`src/rtl/mem_access_stage.sv`:
```
// rtl/mem_access_stage.sv - MEM stage: branch resolve, req/ack data access, MEM/WB register
// Optional bus timeout abort enabled by defining MEM_TIMEOUT_EN.
module mem_access_stage #(
    parameter int unsigned TIMEOUT_CYCLES = 15
) (
    input  logic        clock,
    input  logic        reset,
    input  logic        branch_in,
    input  logic        mem_read_in,
    input  logic        mem_write_in,
    input  logic [1:0]  mem_to_reg_in,
    input  logic        reg_write_in,
    input  logic [31:0] jmp_addr,
    input  logic        z_in,
    input  logic [31:0] pc_value_in,
    input  logic [31:0] result_in,
    input  logic [31:0] rt_in,
    input  logic [4:0]  reg_dst_in,
    input  logic [31:0] dmem_rdata,
    input  logic        dmem_ack,
    output logic        dmem_req,
    output logic        dmem_we,
    output logic [31:0] dmem_addr,
    output logic [31:0] dmem_wdata,
    output logic        stall,
    output logic        pc_src,
    output logic [31:0] branch_target,
    output logic        reg_write_out,
    output logic [1:0]  mem_to_reg_out,
    output logic [31:0] read_data_out,
    output logic [31:0] result_out,
    output logic [31:0] pc_value_out,
    output logic [4:0]  reg_dst_out,
    output logic        misalign_out,
    output logic        bus_error
);

    localparam logic [0:0] S_IDLE = 1'b0;
    localparam logic [0:0] S_WAIT = 1'b1;

    logic [0:0] state;
    logic       is_mem;
    logic       access;
    logic       misaligned;
    logic       tc;

    assign is_mem     = mem_read_in | mem_write_in;
    assign access     = is_mem & (result_in[1:0] == 2'b00);
    assign misaligned = is_mem & (result_in[1:0] != 2'b00);

`ifdef MEM_TIMEOUT_EN
    localparam logic [7:0] TMO_LAST = 8'(TIMEOUT_CYCLES - 1);
    logic [7:0] tmo_count;

    // Terminal count: this is the TIMEOUT_CYCLES-th WAIT cycle without ack.
    assign tc = (state == S_WAIT) & ~dmem_ack & (tmo_count == TMO_LAST);

    always_ff @(posedge clock or negedge reset) begin
        if (!reset) begin
            tmo_count <= 8'd0;
        end else if (state == S_IDLE) begin
            tmo_count <= 8'd0;
        end else if (!dmem_ack) begin
            tmo_count <= tmo_count + 8'd1;
        end
    end
`else
    assign tc = 1'b0;
`endif

    assign stall         = (state == S_IDLE) ? access : (~dmem_ack & ~tc);
    assign pc_src        = branch_in & z_in;
    assign branch_target = jmp_addr;

    always_ff @(posedge clock or negedge reset) begin
        if (!reset) begin
            state          <= S_IDLE;
            dmem_req       <= 1'b0;
            dmem_we        <= 1'b0;
            dmem_addr      <= 32'd0;
            dmem_wdata     <= 32'd0;
            reg_write_out  <= 1'b0;
            mem_to_reg_out <= 2'd0;
            read_data_out  <= 32'd0;
            result_out     <= 32'd0;
            pc_value_out   <= 32'd0;
            reg_dst_out    <= 5'd0;
            misalign_out   <= 1'b0;
            bus_error      <= 1'b0;
        end else begin
            misalign_out <= 1'b0;
            bus_error    <= 1'b0;
            case (state)
                S_IDLE: begin
                    if (access) begin
                        state          <= S_WAIT;
                        dmem_req       <= 1'b1;
                        dmem_we        <= mem_write_in & ~mem_read_in;
                        dmem_addr      <= result_in;
                        dmem_wdata     <= rt_in;
                        reg_write_out  <= 1'b0;
                        mem_to_reg_out <= 2'd0;
                    end else begin
                        // Misaligned accesses pass through as a bubble with the flag raised.
                        reg_write_out  <= reg_write_in & ~misaligned;
                        mem_to_reg_out <= misaligned ? 2'd0 : mem_to_reg_in;
                        read_data_out  <= 32'd0;
                        result_out     <= result_in;
                        pc_value_out   <= pc_value_in;
                        reg_dst_out    <= reg_dst_in;
                        misalign_out   <= misaligned;
                    end
                end
                S_WAIT: begin
                    if (dmem_ack) begin
                        state          <= S_IDLE;
                        dmem_req       <= 1'b0;
                        dmem_we        <= 1'b0;
                        reg_write_out  <= reg_write_in;
                        mem_to_reg_out <= mem_to_reg_in;
                        read_data_out  <= dmem_we ? 32'd0 : dmem_rdata;
                        result_out     <= result_in;
                        pc_value_out   <= pc_value_in;
                        reg_dst_out    <= reg_dst_in;
                    end else if (tc) begin
                        state          <= S_IDLE;
                        dmem_req       <= 1'b0;
                        dmem_we        <= 1'b0;
                        reg_write_out  <= 1'b0;
                        mem_to_reg_out <= 2'd0;
                        read_data_out  <= 32'd0;
                        bus_error      <= 1'b1;
                    end else begin
                        reg_write_out  <= 1'b0;
                        mem_to_reg_out <= 2'd0;
                    end
                end
                default: state <= S_IDLE;
            endcase
        end
    end

endmodule
```
`config.mk`:
```
export PLATFORM = sky130hd
export DESIGN_NAME = mem_access_stage
export DESIGN_NICKNAME = d
export VERILOG_FILES = /design/src/rtl/mem_access_stage.sv
export SDC_FILE = /design/constraint.sdc
export NUM_CORES = 1
export LEC_CHECK = 0
export CORE_UTILIZATION = 35
export DETAILED_ROUTE_END_ITERATION = 10
export PLACE_DENSITY = 0.8
export RECOVER_POWER = 50
export SLEW_MARGIN = 20
export SYNTH_ARGS = -nofsm -noshare
export SYNTH_HDL_FRONTEND = slang
export SYNTH_SLANG_ARGS = --single-unit
export TNS_END_PERCENT = 10
```
`constraint.sdc`:
```
create_clock -name clock -period 1.41 [get_ports clock]
set_input_delay 0.2115 -clock clock [delete_from_list [all_inputs] [get_ports clock]]
set_output_delay 0.2115 -clock clock [all_outputs]
set_load 0.03 [all_outputs]
```
# [Yosys cells after proc, flatten, opt, wreduce, memory -nomap -nowiden]
# Cells that the tools add are included.
[op_classes] n_bitwise=10 reduce_logical=5 n_eq_ne=3 n_mux=31
[ops] cell="2-to-1 mux 32 bit" n=7
[ops] cell="one-hot mux 32 bit (2 select lines)" n=3
[ops] cell="2-to-1 mux 1 bit" n=10
[ops] cell="2-to-1 mux 5 bit" n=2
[ops] cell="one-hot mux 5 bit (2 select lines)" n=1
[ops] cell="one-hot mux 1 bit (2 select lines)" n=4
[ops] cell="2-to-1 mux 2 bit" n=3
[ops] cell="!= test 2 bit (second input constant)" n=3
[ops] cell="AND reduction 2 bit" n=3
[ops] cell="bitwise AND 1 bit" n=5
[ops] cell="inverter 1 bit" n=4
[ops] cell="one-hot mux 2 bit (2 select lines)" n=1
[ops] cell="logical NOT 2 bit" n=1
[ops] cell="nonzero test 2 bit" n=1
[ops] cell="bitwise OR 1 bit" n=1
[totals] wordCells=61 ff_bits=172 output_inout_bits=206 inputBits=175

# [Logic depth before layout (Yosys ltp)]
[logic_depth] word_depth=6 mapped_depth=6 mapped_depth_nobuf=3

# [Least setup slack after synthesis]
# Ideal clock, no wire load.
[synth_timing] path_kind="register to register" from="register state" to="register dmem_addr[10]" required_ns=1.282 synth_period_minus_slack_ns=1.504 path_stages_with_launch=6 arrival_ns=1.377 slack_ns=-0.094 cell_sequence="dfrtp_1 buf_2 o21bai_2 nor2_4 buf_2 mux2_1"
[synth_via] elab_chain_cells=2
[synth_rtl] item="from (decl)" line="41" rtl="logic [0:0] state;"
[synth_rtl] item="from (signal assigned)" line="77" rtl="state <= S_IDLE;"
[synth_rtl] item="from (signal assigned)" line="96" rtl="state <= S_WAIT;"
[synth_rtl] item="from (signal assigned)" line="116" rtl="state <= S_IDLE;"
[synth_rtl] item="inverter 1 bit (no source line)"
[synth_rtl] item="AND reduction 2 bit (no source line)"
[synth_rtl] item="to (signal assigned)" line="99" rtl="dmem_addr <= result_in;"
[synth_rtl] item="to (decl)" line="23" rtl="output logic [31:0] dmem_addr,"
# No other way between the ends.
# A chain may end at the register's enable or synchronous reset.

# [Worst setup path in the final report]
[layout_timing] from="register state" to="output stall"
[layout_via] elab_chain_cells=1
[layout_rtl] item="2-to-1 mux 1 bit" line="71" rtl="assign stall = (state == S_IDLE) ? access : (~dmem_ack & ~tc);"
[layout_rtl] item="to (decl)" line="25" rtl="output logic stall,"
# No other way between the ends.

==> impl_metrics.toml <==
[cts]
clk_pin_slew_worst_paths_ns = 0.07
cts_buffer_depth = 2
cts_made_buffers = 17
tritoncts = "built"
clock_sinks = 172
root_buffer = "clkbuf_16"
worstSkewPairLatency_ns = 0.43
h-tree-depth = 4

[setup_path]
cp_data_required_time_ns = 1.20
r2r_slack_ns = -0.15
crit_buf_inv = 2
max_stage_delay_ns = 0.42
worst_r2r_startpoint = "state"
crit_fanout = 2
cp_slowest_cell = "dfrtp_2"
start_kind = "flip-flop"
critPathKind = "flip-flop to output pin"
crit_path_end_kind = "output pin"
r2r_cells = 8
crit_family = "flip-flops"
crit_chain = "o21bai_4 -> buf_6 -> o21ai_4 -> buf_8"
crit_arrival_ns = 1.49
rr_endpoint = "read_data_out[23]"

[logic_synthesis]
synth_area_leaders = "dfrtp_1, mux2_1, a221o_1, mux2i_1, nor2b_1"
yosys.area.top_type = "dfrtp_1"
syn-instance-count = 568
synth_commonest_cells = "dfrtp_1, nor2b_1, a221o_1, mux2i_1, mux2_1"
synthMuxAreaShare_pct = 17.77
ys_ff_latch = 172
synth_fa_ha_area_share_pct = 0
yosysSeqAreaShare_pct = 55.87
synth_compound_area_share_pct = 13.33
yosys.area_share.simple_pct = 6.659
synth.top_cell.area_share_pct = 55.87
synth_area_sq_um = 7704
synth-xor-area-share_pct = 0
synth_top_flop_cell = "dfrtp_1"
yosysWarnings = 0
async_flop_share_pct = 100.0
synth.most_common_cell = "dfrtp_1"
syn_area_per_cell_sq_um = 13.56
syn-num-nets = 743
synth_top_family_by_area = "multiplexers"
synth_edf_count = 0
synth_cell_types = 26

[sta]
slew_headroom_pct = 34.47
max_freq_mhz = 586.5
hold_slack_ns = 0.3269
setup_violations = 165
final-hold-violation-count = 0
fin_worst_skew_ns = 0.009821
rsz0062_at_grt = "true"
period_needed_ns = 1.705
drv_slew = 0
tightest_slew_ns = 0.9829
fin_ws_ns = -0.2952
finalCritPeriodShare_pct = 120.9

[routing]
ant_nets = 0
finalWirelength_um = 22570
drtIter0Drc = 179
drtPass1Iterations = 4
viasPerCell = 5.135
drc = 0
wl_per_cell_um = 19.32
routed-via-count = 5998

[final_layout]
diodes = 0
final_cells = 1168
final_nets = 1055
syn_to_final_growth_pct = 55.03
final_util_pct = 56.10
drive_above_1_share_pct = 32.70

[global_routing]
antenna_found_initial = 0
gr-usage-all-layers_pct = 19.51
grt_first_pass_wirelength_um = 34090
grt_max_degree = 38
grt_remaining_overflow = 0
grt_pass1_vias = 6318

[floorplanning]
die_h_um = 150.4
initial_core_util_pct = 36.19
pin_count = 381
num_rows = 53
die_w_um = 150.4
coreArea_sq_um = 21290
die-area_sq_um = 22610

[outcome]
violations = "setup timing"
outcome = "finished, violations left"

[place]
numPortBuffers = 315
dp_slack_ns = -0.5928
dp_hpwl_um = 15490
gp_congestion = 0.7871
dp_cells = 1125

[pwr]
peakVddDrop_v = 0.0007069
power_density_nw_per_um2 = 1365
p_leak_nw = 5.419
finalPower_w = 0.01630

[worst_hold_path]
holdPathEnd = "mem_to_reg_out[0]"
holdPathStages = 2
hold_path.class = "input pin to flip-flop"
hp-start = "mem_to_reg_in[0]"

[flow_run]
max_cap_violations = 0
-- power breakdown --
group / leakage (nW) / switching [W] / internal, W
logic: 3.04 / 0.00297 / 0.00239
clock network: 0.281 / 0.00225 / 0.00241
registers: 2.10 / 0.000546 / 0.00573
-- kinds of logic after synthesis --
| group | count (synthesis) |
|---|---|
| compound gates | 107 |
| mux | 129 |
| buf+inv | 77 |
| other cells | 1 |
| flops | 172 |
| simple gates | 82 |
-- repair_timing --
item | CTS | global route
pin swaps | 0 | 15
setup buffers | 2 | 6
resized for setup | 422 | 132
gates cloned | 0 | 3
endpoints found under the hold margin | 27 | 0
setup endpoints to repair | 312 | 245
hold buffers | 1 | 0
-- placed cells by master, fill, tap and decap left out, drive strengths merged, types with 4 or more instances in the layout --
master and instances:
clkdlybuf4s50 140, clkbuf 92, nor2b 73, dfrtp 172
buf 58, mux2 62, nor2 4, clkinv 4
clkdlybuf4s15 92, mux2i 67, a221o 67, inv 8
a22o 34
-- how the worst max path moves through the flow --
stage	from	end	slack (ns)	cells past startpoint
after detailed placement	result_in[0]	dmem_wdata[16]	-0.59	6
after floorplan	state	dmem_addr[10]	-0.04	5
after global routing	state	stall	-0.36	4
after CTS	state	stall	-0.36	5
final	state	stall	-0.30	4
after global placement	result_in[0]	pc_value_out[22]	-0.57	6
-- area by class of cell --
class                      instances  area (sq um)
multi-input combinational        320          3132
tap                              275         344.1
fill                            1791          9344
clock inverter                    14         145.1
sequential                       172          4307
clock buffer                      18         439.2
timing repair buffer             369          3576
-- per-stage QoR --
step                TNS (ns)  cell area [sq um]
finish                -16.44              11940
global route          -24.47              11940
CTS                   -10.76              12140
detailed placement    -80.59              11330
global placement      -78.71              11330
floorplan             -3.871               7735
-- layer usage --
metal | part of all wire (%) | GRT usage, % | routed length (um) | vias up
li1 | - | - | - | 2699
met1 | 42 | 23.70 | 9440 | 3040
met2 | 50 | 33.04 | 11280 | 210
met3 | 5.5 | 5.303 | 1242 | 49
met4 | 2.7 | 7.020 | 604 | 0
met5 | 0 | 0 | 0 | -
-- registers in the layout, summed over array words and instances (netlist names) --
register,flops
misalign_out,1
dmem_we,1
reg_dst_out,5
read_data_out,32
dmem_req,1
mem_to_reg_out,2
pc_value_out,32
result_out,32
dmem_addr,32
state,1
dmem_wdata,32
reg_write_out,1
Note: power is estimated with default switching activity, not from simulation.
